### config.mk
export PLATFORM = sky130hd
export DESIGN_NAME = ice_slave_arbiter_flat
export DESIGN_NICKNAME = d
export VERILOG_FILES = /design/src/rtl/ice_bus_pkg.sv /design/src/rtl/ice_slave_arbiter_if.sv /design/src/rtl/ice_rr_picker.sv /design/src/rtl/ice_slave_arbiter.sv /design/src/flat_wrapper.sv
export SDC_FILE = /design/constraint.sdc
export NUM_CORES = 1
export LEC_CHECK = 0
export BUFFER_PORTS_ARGS = -buffer_cell sky130_fd_sc_hd__buf_2
export CORE_MARGIN = 2
export CORE_UTILIZATION = 49
export DETAILED_ROUTE_END_ITERATION = 16
export PLACE_DENSITY = 0.82
export SLEW_MARGIN = 10
export SYNTH_ARGS = -nofsm -noshare
export SYNTH_HDL_FRONTEND = slang
export SYNTH_SLANG_ARGS = --single-unit
### constraint.sdc
create_clock -name clk -period 2.9 [get_ports clk]
set_clock_uncertainty 0.2 [all_clocks]
set_input_delay 0.435 -clock clk [delete_from_list [all_inputs] [get_ports clk]]
set_output_delay 0.435 -clock clk [all_outputs]
set_load 0.1 [all_outputs]
### src/rtl/ice_bus_pkg.sv
// Shared definitions for the ICE bus controller slave path: arbiter states, policy codes, index width helper.
// Latency: n/a (types and constants only).
// Backpressure: n/a.
package ice_bus_pkg;

    // Arbiter FSM encoding
    typedef enum logic [1:0] {
        ST_IDLE    = 2'd0,
        ST_GRANT   = 2'd1,
        ST_RELEASE = 2'd2
    } arb_state_e;

    // Arbitration policy codes for RR_MODE
    localparam int RR_MODE_FIXED = 0;
    localparam int RR_MODE_RR    = 1;

    // Width of a requester index; a single requester still needs one bit
    function automatic int idx_w(input int n);
        return (n <= 1) ? 1 : $clog2(n);
    endfunction

endpackage

### src/rtl/ice_slave_arbiter_if.sv
// Request/grant bundle between the ICE slaves and the slave arbiter.
// Latency: n/a (wiring only).
// Backpressure: requests are levels held until the granted slave pulses its tail.
interface ice_slave_arbiter_if #(
    parameter int NUM_DEV = 7
);
    import ice_bus_pkg::*;

    localparam int IDX_W = idx_w(NUM_DEV);

    logic [NUM_DEV-1:0] sl_arb_request;
    logic               sl_latch_tail;
    logic [NUM_DEV-1:0] sl_arb_grant;
    logic [IDX_W-1:0]   grant_idx;
    logic               grant_valid;
    logic               arb_timeout;
    logic [IDX_W-1:0]   timeout_idx;

    // Arbiter side
    modport master (
        input  sl_arb_request, sl_latch_tail,
        output sl_arb_grant, grant_idx, grant_valid, arb_timeout, timeout_idx
    );

    // Requesting slave side
    modport slave (
        output sl_arb_request, sl_latch_tail,
        input  sl_arb_grant, grant_idx, grant_valid, arb_timeout, timeout_idx
    );

endinterface

### src/rtl/ice_rr_picker.sv
// Combinational winner picker: lowest set request at or above a start pointer, wrapping modulo NUM_DEV.
// Latency: 0 cycles (pure combinational).
// Backpressure: none; the caller decides when the winner is taken.
module ice_rr_picker
    import ice_bus_pkg::*;
#(
    parameter int NUM_DEV = 7,
    parameter int IDX_W   = idx_w(NUM_DEV)
) (
    input  logic [NUM_DEV-1:0] req_i,
    input  logic [IDX_W-1:0]   ptr_i,
    input  logic               rr_mode_i,
    output logic [NUM_DEV-1:0] win_oh_o,
    output logic [IDX_W-1:0]   win_idx_o,
    output logic               any_o
);

    logic [IDX_W-1:0]     start;
    logic [2*NUM_DEV-1:0] dbl_req;
    logic                 found;

    // Lower copy is masked below the start point, upper copy supplies the wrap-around
    always_comb begin
        start     = rr_mode_i ? ptr_i : '0;
        dbl_req   = {req_i, req_i};
        found     = 1'b0;
        win_oh_o  = '0;
        win_idx_o = '0;
        for (int i = 0; i < NUM_DEV; i++) begin
            if (i < int'(start)) begin
                dbl_req[i] = 1'b0;
            end
        end
        for (int i = 0; i < 2 * NUM_DEV; i++) begin
            if (!found && dbl_req[i]) begin
                found                 = 1'b1;
                win_idx_o             = IDX_W'(i % NUM_DEV);
                win_oh_o[i % NUM_DEV] = 1'b1;
            end
        end
        any_o = |req_i;
    end

endmodule

### src/rtl/ice_slave_arbiter.sv
// Grants the ICE slave TX bus to one of NUM_DEV requesters, fixed priority or round-robin (RR_MODE).
// Latency: grant 1 cycle after request from IDLE; one RELEASE cycle after every grant; outputs registered.
// Backpressure: no preemption, grant held until tail or request drop; watchdog under ICE_ARB_WATCHDOG_EN.
module ice_slave_arbiter
    import ice_bus_pkg::*;
#(
    parameter int NUM_DEV   = 7,
    parameter int RR_MODE   = RR_MODE_FIXED,
    parameter int TIMEOUT_W = 16
) (
    input  logic clk,
    input  logic reset,
    ice_slave_arbiter_if.master bus
);

    localparam int IDX_W = idx_w(NUM_DEV);

    if (NUM_DEV < 1 || NUM_DEV > 32 || TIMEOUT_W < 1 ||
        (RR_MODE != RR_MODE_FIXED && RR_MODE != RR_MODE_RR)) begin : g_bad_cfg
        $error("ice_slave_arbiter: unsupported parameter set");
    end

    arb_state_e         state_q, state_d;
    logic [NUM_DEV-1:0] grant_q, grant_d;
    logic [IDX_W-1:0]   idx_q, idx_d;
    logic               valid_q, valid_d;
    logic [IDX_W-1:0]   ptr_q, ptr_d;

    logic [NUM_DEV-1:0] win_oh;
    logic [IDX_W-1:0]   win_idx;
    logic               win_any;
    logic               rel_tail;
    logic               rel_drop;
    logic               wd_expire;
    logic [IDX_W-1:0]   ptr_next;

    ice_rr_picker #(
        .NUM_DEV (NUM_DEV),
        .IDX_W   (IDX_W)
    ) u_picker (
        .req_i     (bus.sl_arb_request),
        .ptr_i     (ptr_q),
        .rr_mode_i (RR_MODE == RR_MODE_RR),
        .win_oh_o  (win_oh),
        .win_idx_o (win_idx),
        .any_o     (win_any)
    );

    // Release causes only count while a grant is held; tail outside GRANT is ignored
    assign rel_tail = (state_q == ST_GRANT) && bus.sl_latch_tail;
    assign rel_drop = (state_q == ST_GRANT) && ((bus.sl_arb_request & grant_q) == '0);
    assign ptr_next = (idx_q == IDX_W'(NUM_DEV - 1)) ? '0 : idx_q + IDX_W'(1);

    // Next-state and next-grant: grant only from IDLE, drop on any release cause
    always_comb begin
        state_d = state_q;
        grant_d = grant_q;
        idx_d   = idx_q;
        valid_d = valid_q;
        ptr_d   = ptr_q;
        case (state_q)
            ST_IDLE: begin
                if (win_any) begin
                    state_d = ST_GRANT;
                    grant_d = win_oh;
                    idx_d   = win_idx;
                    valid_d = 1'b1;
                end
            end
            ST_GRANT: begin
                if (rel_tail || rel_drop || wd_expire) begin
                    state_d = ST_RELEASE;
                    grant_d = '0;
                    valid_d = 1'b0;
                    ptr_d   = ptr_next;
                end
            end
            ST_RELEASE: begin
                state_d = ST_IDLE;
            end
            default: begin
                state_d = ST_IDLE;
                grant_d = '0;
                valid_d = 1'b0;
            end
        endcase
    end

    // FSM and grant registers
    always_ff @(posedge clk or negedge reset) begin
        if (!reset) begin
            state_q <= ST_IDLE;
            grant_q <= '0;
            idx_q   <= '0;
            valid_q <= 1'b0;
            ptr_q   <= '0;
        end else begin
            state_q <= state_d;
            grant_q <= grant_d;
            idx_q   <= idx_d;
            valid_q <= valid_d;
            ptr_q   <= ptr_d;
        end
    end

`ifdef ICE_ARB_WATCHDOG_EN
    // Expire when the count of completed GRANT cycles would reach all-ones
    localparam logic [TIMEOUT_W-1:0] CNT_LAST = ~TIMEOUT_W'(1);

    logic [TIMEOUT_W-1:0] cnt_q, cnt_d;
    logic                 to_q, to_d;
    logic [IDX_W-1:0]     to_idx_q, to_idx_d;

    assign wd_expire = (state_q == ST_GRANT) && (cnt_q == CNT_LAST);

    // Watchdog count and timeout report; a normal release in the same cycle suppresses the pulse
    always_comb begin
        cnt_d    = cnt_q;
        to_d     = 1'b0;
        to_idx_d = to_idx_q;
        if (state_q == ST_IDLE) begin
            cnt_d = '0;
        end else if (state_q == ST_GRANT) begin
            cnt_d = cnt_q + TIMEOUT_W'(1);
        end
        if (wd_expire && !rel_tail && !rel_drop) begin
            to_d     = 1'b1;
            to_idx_d = idx_q;
        end
    end

    // Watchdog registers
    always_ff @(posedge clk or negedge reset) begin
        if (!reset) begin
            cnt_q    <= '0;
            to_q     <= 1'b0;
            to_idx_q <= '0;
        end else begin
            cnt_q    <= cnt_d;
            to_q     <= to_d;
            to_idx_q <= to_idx_d;
        end
    end

    assign bus.arb_timeout = to_q;
    assign bus.timeout_idx = to_idx_q;
`else
    assign wd_expire       = 1'b0;
    assign bus.arb_timeout = 1'b0;
    assign bus.timeout_idx = '0;
`endif

    assign bus.sl_arb_grant = grant_q;
    assign bus.grant_idx    = idx_q;
    assign bus.grant_valid  = valid_q;

endmodule

### src/flat_wrapper.sv
// flat-port wrapper written by rule: the top's interface ports become plain ports
module ice_slave_arbiter_flat import ice_bus_pkg::*;
#(
    parameter int NUM_DEV   = 7,
    parameter int RR_MODE   = RR_MODE_FIXED,
    parameter int TIMEOUT_W = 16
)
  (clk, reset, bus_sl_arb_request, bus_sl_latch_tail, bus_sl_arb_grant, bus_grant_idx, bus_grant_valid, bus_arb_timeout, bus_timeout_idx);
  ice_slave_arbiter_if #(.NUM_DEV(NUM_DEV)) bus_i ();
  input  logic clk;
  input  logic reset;
  input wire logic [$bits(bus_i.sl_arb_request)-1:0] bus_sl_arb_request;
  input wire logic [$bits(bus_i.sl_latch_tail)-1:0] bus_sl_latch_tail;
  output wire logic [$bits(bus_i.sl_arb_grant)-1:0] bus_sl_arb_grant;
  output wire logic [$bits(bus_i.grant_idx)-1:0] bus_grant_idx;
  output wire logic [$bits(bus_i.grant_valid)-1:0] bus_grant_valid;
  output wire logic [$bits(bus_i.arb_timeout)-1:0] bus_arb_timeout;
  output wire logic [$bits(bus_i.timeout_idx)-1:0] bus_timeout_idx;
  assign bus_i.sl_arb_request = bus_sl_arb_request;
  assign bus_i.sl_latch_tail = bus_sl_latch_tail;
  assign bus_sl_arb_grant = bus_i.sl_arb_grant;
  assign bus_grant_idx = bus_i.grant_idx;
  assign bus_grant_valid = bus_i.grant_valid;
  assign bus_arb_timeout = bus_i.arb_timeout;
  assign bus_timeout_idx = bus_i.timeout_idx;
  ice_slave_arbiter #(.NUM_DEV(NUM_DEV), .RR_MODE(RR_MODE), .TIMEOUT_W(TIMEOUT_W)) u_core (.clk(clk), .reset(reset), .bus(bus_i));
endmodule
==> results.sh <==
export IMPL_grt_max_degree=14
export IMPL_cp_slowest_cell="buf_2"
export IMPL_syn_area_um2=652
export IMPL_power_density_mw_per_mm2=1260
export IMPL_die_h_um=40.5
export IMPL_drv_slew=0
export IMPL_drtAntennaViolNets=0
export IMPL_finalSetupTns_ps=0
export IMPL_first_pass_iters=4
export IMPL_synth_warnings=0
export IMPL_endpoint_kind="output pin"
export IMPL_rows=13
export IMPL_htreeDepth=1
export IMPL_setup_viol=0
export IMPL_place_hpwl_mm=1.08
export IMPL_mostFrequentLayoutCells="20 x buf_2, 13 x dfrtp_1, 6 x nor2_1"
export IMPL_crit_family="buffers and inverters"
export IMPL_die_w_um=40.5
export IMPL_io_pins=25
export IMPL_drt_wl_total_mm=1.42
export IMPL_fmax_mhz=560
export IMPL_status="finished clean"
export IMPL_viasPerCell=5.96
export IMPL_ys_seq_elements=13
export IMPL_io_buffers=20
export IMPL_worst_slew_pin_slew_ps=561
export IMPL_cts_hold_buf=1
export IMPL_core_area_mm2=0.00127
export IMPL_start_util_pct=51.4
export IMPL_hold_viol=0
export IMPL_leakagePower_nw=0.398
export IMPL_drtIter0Drc=26
export IMPL_worstPathArrival_ps=1150
export IMPL_ctsResizeCount=0
export IMPL_clockBufferDepth=2
export IMPL_cts_sinks=13
export IMPL_clock_latency_ps=280
export IMPL_path_class="reg -> out"
export IMPL_n_antenna_cell=0
export IMPL_hp_class="in -> reg"
export IMPL_drc=0
export IMPL_critPathBufInv=1
export IMPL_die_area_mm2=0.00164
export IMPL_grtUsageTotal_pct=22.1
export IMPL_cp_cell_sequence="buf_2"
export IMPL_overflow=0
export IMPL_post_cts_buffers=0
export IMPL_crit_fanout=4
export IMPL_antenna_found_initial=0
export IMPL_rsz0062_at_grt="false"
export IMPL_fin_crit_sh_pct=61.5
export IMPL_first_global_vias=546
export IMPL_stdcell_count=101
export IMPL_required_ps=2270
export IMPL_cts_root_buf="clkbuf_4"
export IMPL_syn_inst=62
export IMPL_avgSynthCellArea_um2=10.5
export IMPL_cts_buffers=3
export IMPL_grt_pass1_wl_mm=2.32
export IMPL_fill_cells=108
export IMPL_area_growth_pct=21.1
export IMPL_gp_congestion=0.791
export IMPL_period_minus_slack_ps=1780
export IMPL_ir_drop_mv=0.692
export IMPL_ys_seq_area_share_pct=49.9
export IMPL_final_common_cell="buf_2"
export IMPL_clk_pin_slew_worst_paths_ps=80
export IMPL_placed_cells=96
export IMPL_nNetsFinal=97
export IMPL_vias=602
export IMPL_synth_cell_types=24
export IMPL_drive_above_1_share_pct=30.2
export IMPL_cp_start_kind="register"
export IMPL_cts_tree="built"
export IMPL_max_slew_margin_pct=62.4
export IMPL_drv_cap=0
export IMPL_rrSetupSlack_ps=1130
export IMPL_wl_per_cell_um=14.0
export IMPL_slowest_delay_ps=450
export IMPL_finalPower_uw=992
==> kinds of logic after synthesis <==
logic type	synth area share (%)
AOI/OAI and AO/OA	28.8
buffers and inverters	7.49
DFF	49.9
other	0.575
and+or+nand+nor	13.2
==> stage by stage <==
step	instance area (um2)	hold WS [ps]	setup WS (ps)	util [%]
3_3_place_gp	752	129	879	59.3
4_1_cts	790	226	1110	62.2
3_5_place_dp	752	132	851	59.3
2_1_floorplan	663	-60.6	721	-
6_report	790	225	1120	62.2
5_1_grt	790	234	1050	62.2
==> report_power, final <==
part	leakage, nW	switching (mW)	internal [mW]
clock network	0.0177	0.0605	0.0512
logic	0.211	0.484	0.111
registers	0.169	0.0454	0.240
total	0.398	0.590	0.402
==> area by class of cell <==
type | count | area [um2] | area share (%)
clock inverter | 1 | 5.00 | 0.634
multi-input combinational | 43 | 289 | 36.6
clock buffer | 3 | 22.5 | 2.85
timing repair buffer | 21 | 110 | 13.9
inverter | 5 | 18.8 | 2.38
sequential | 13 | 325 | 41.2
tap | 15 | 18.8 | 2.38
==> registers in the layout, indices dropped and copies added, names as in the netlist <==
| signal | cells |
|---|---|
| u_core.bus.sl_arb_grant | 7 |
| u_core.bus.grant_idx | 3 |
| u_core.state_q | 2 |
| u_core.bus.grant_valid | 1 |
==> layer usage <==
layer / routed length [um] / vias to the layer above / global-route usage [%]
li1: - / 270 / -
met1: 604 / 292 / 27.2
met2: 671 / 33 / 35.3
met3: 98 / 7 / 3.33
met4: 41 / 0 / 15.0
met5: 0 / - / 0
==> synth_stat cells <==
master | instances | area (um2)
or3_1 | 1 | 6.26
a31oi_1 | 1 | 6.26
conb_1 | 1 | 3.75
nand2_1 | 3 | 11.3
o2bb2ai_4 | 1 | 27.5
o31ai_1 | 3 | 22.5
a22o_1 | 1 | 8.76
a222oi_1 | 1 | 10.0
a21oi_1 | 4 | 20.0
dfrtp_1 | 13 | 325
nand3_1 | 1 | 5.00
buf_4 | 4 | 30.0
o21a_1 | 1 | 7.51
o2bb2ai_1 | 2 | 17.5
a22oi_1 | 3 | 22.5
a32o_1 | 3 | 30.0
a21bo_1 | 1 | 10.0
o21ai_1 | 1 | 5.00
nor3_1 | 1 | 5.00
nor2b_1 | 2 | 12.5
nor2_1 | 6 | 22.5
inv_1 | 5 | 18.8
nand2b_1 | 2 | 12.5
or4_4 | 1 | 11.3
==> worst paths after layout <==
check,startpoint,endpoint,cells after the start
worst max-delay path,u_core.bus.sl_arb_grant[6],bus_sl_arb_grant[6],1
worst min-delay path,bus_sl_arb_request[0],u_core.bus.grant_idx[0],2
worst max register to register,u_core.bus.sl_arb_grant[5],u_core.bus.sl_arb_grant[3],4
worst min register to register,u_core.bus.grant_valid,u_core.bus.grant_valid,1
max in group asynchronous,reset,u_core.bus.grant_idx[2],2
min in group asynchronous,reset,u_core.state_q[0],2
Note: power is estimated with default switching activity, not from simulation.
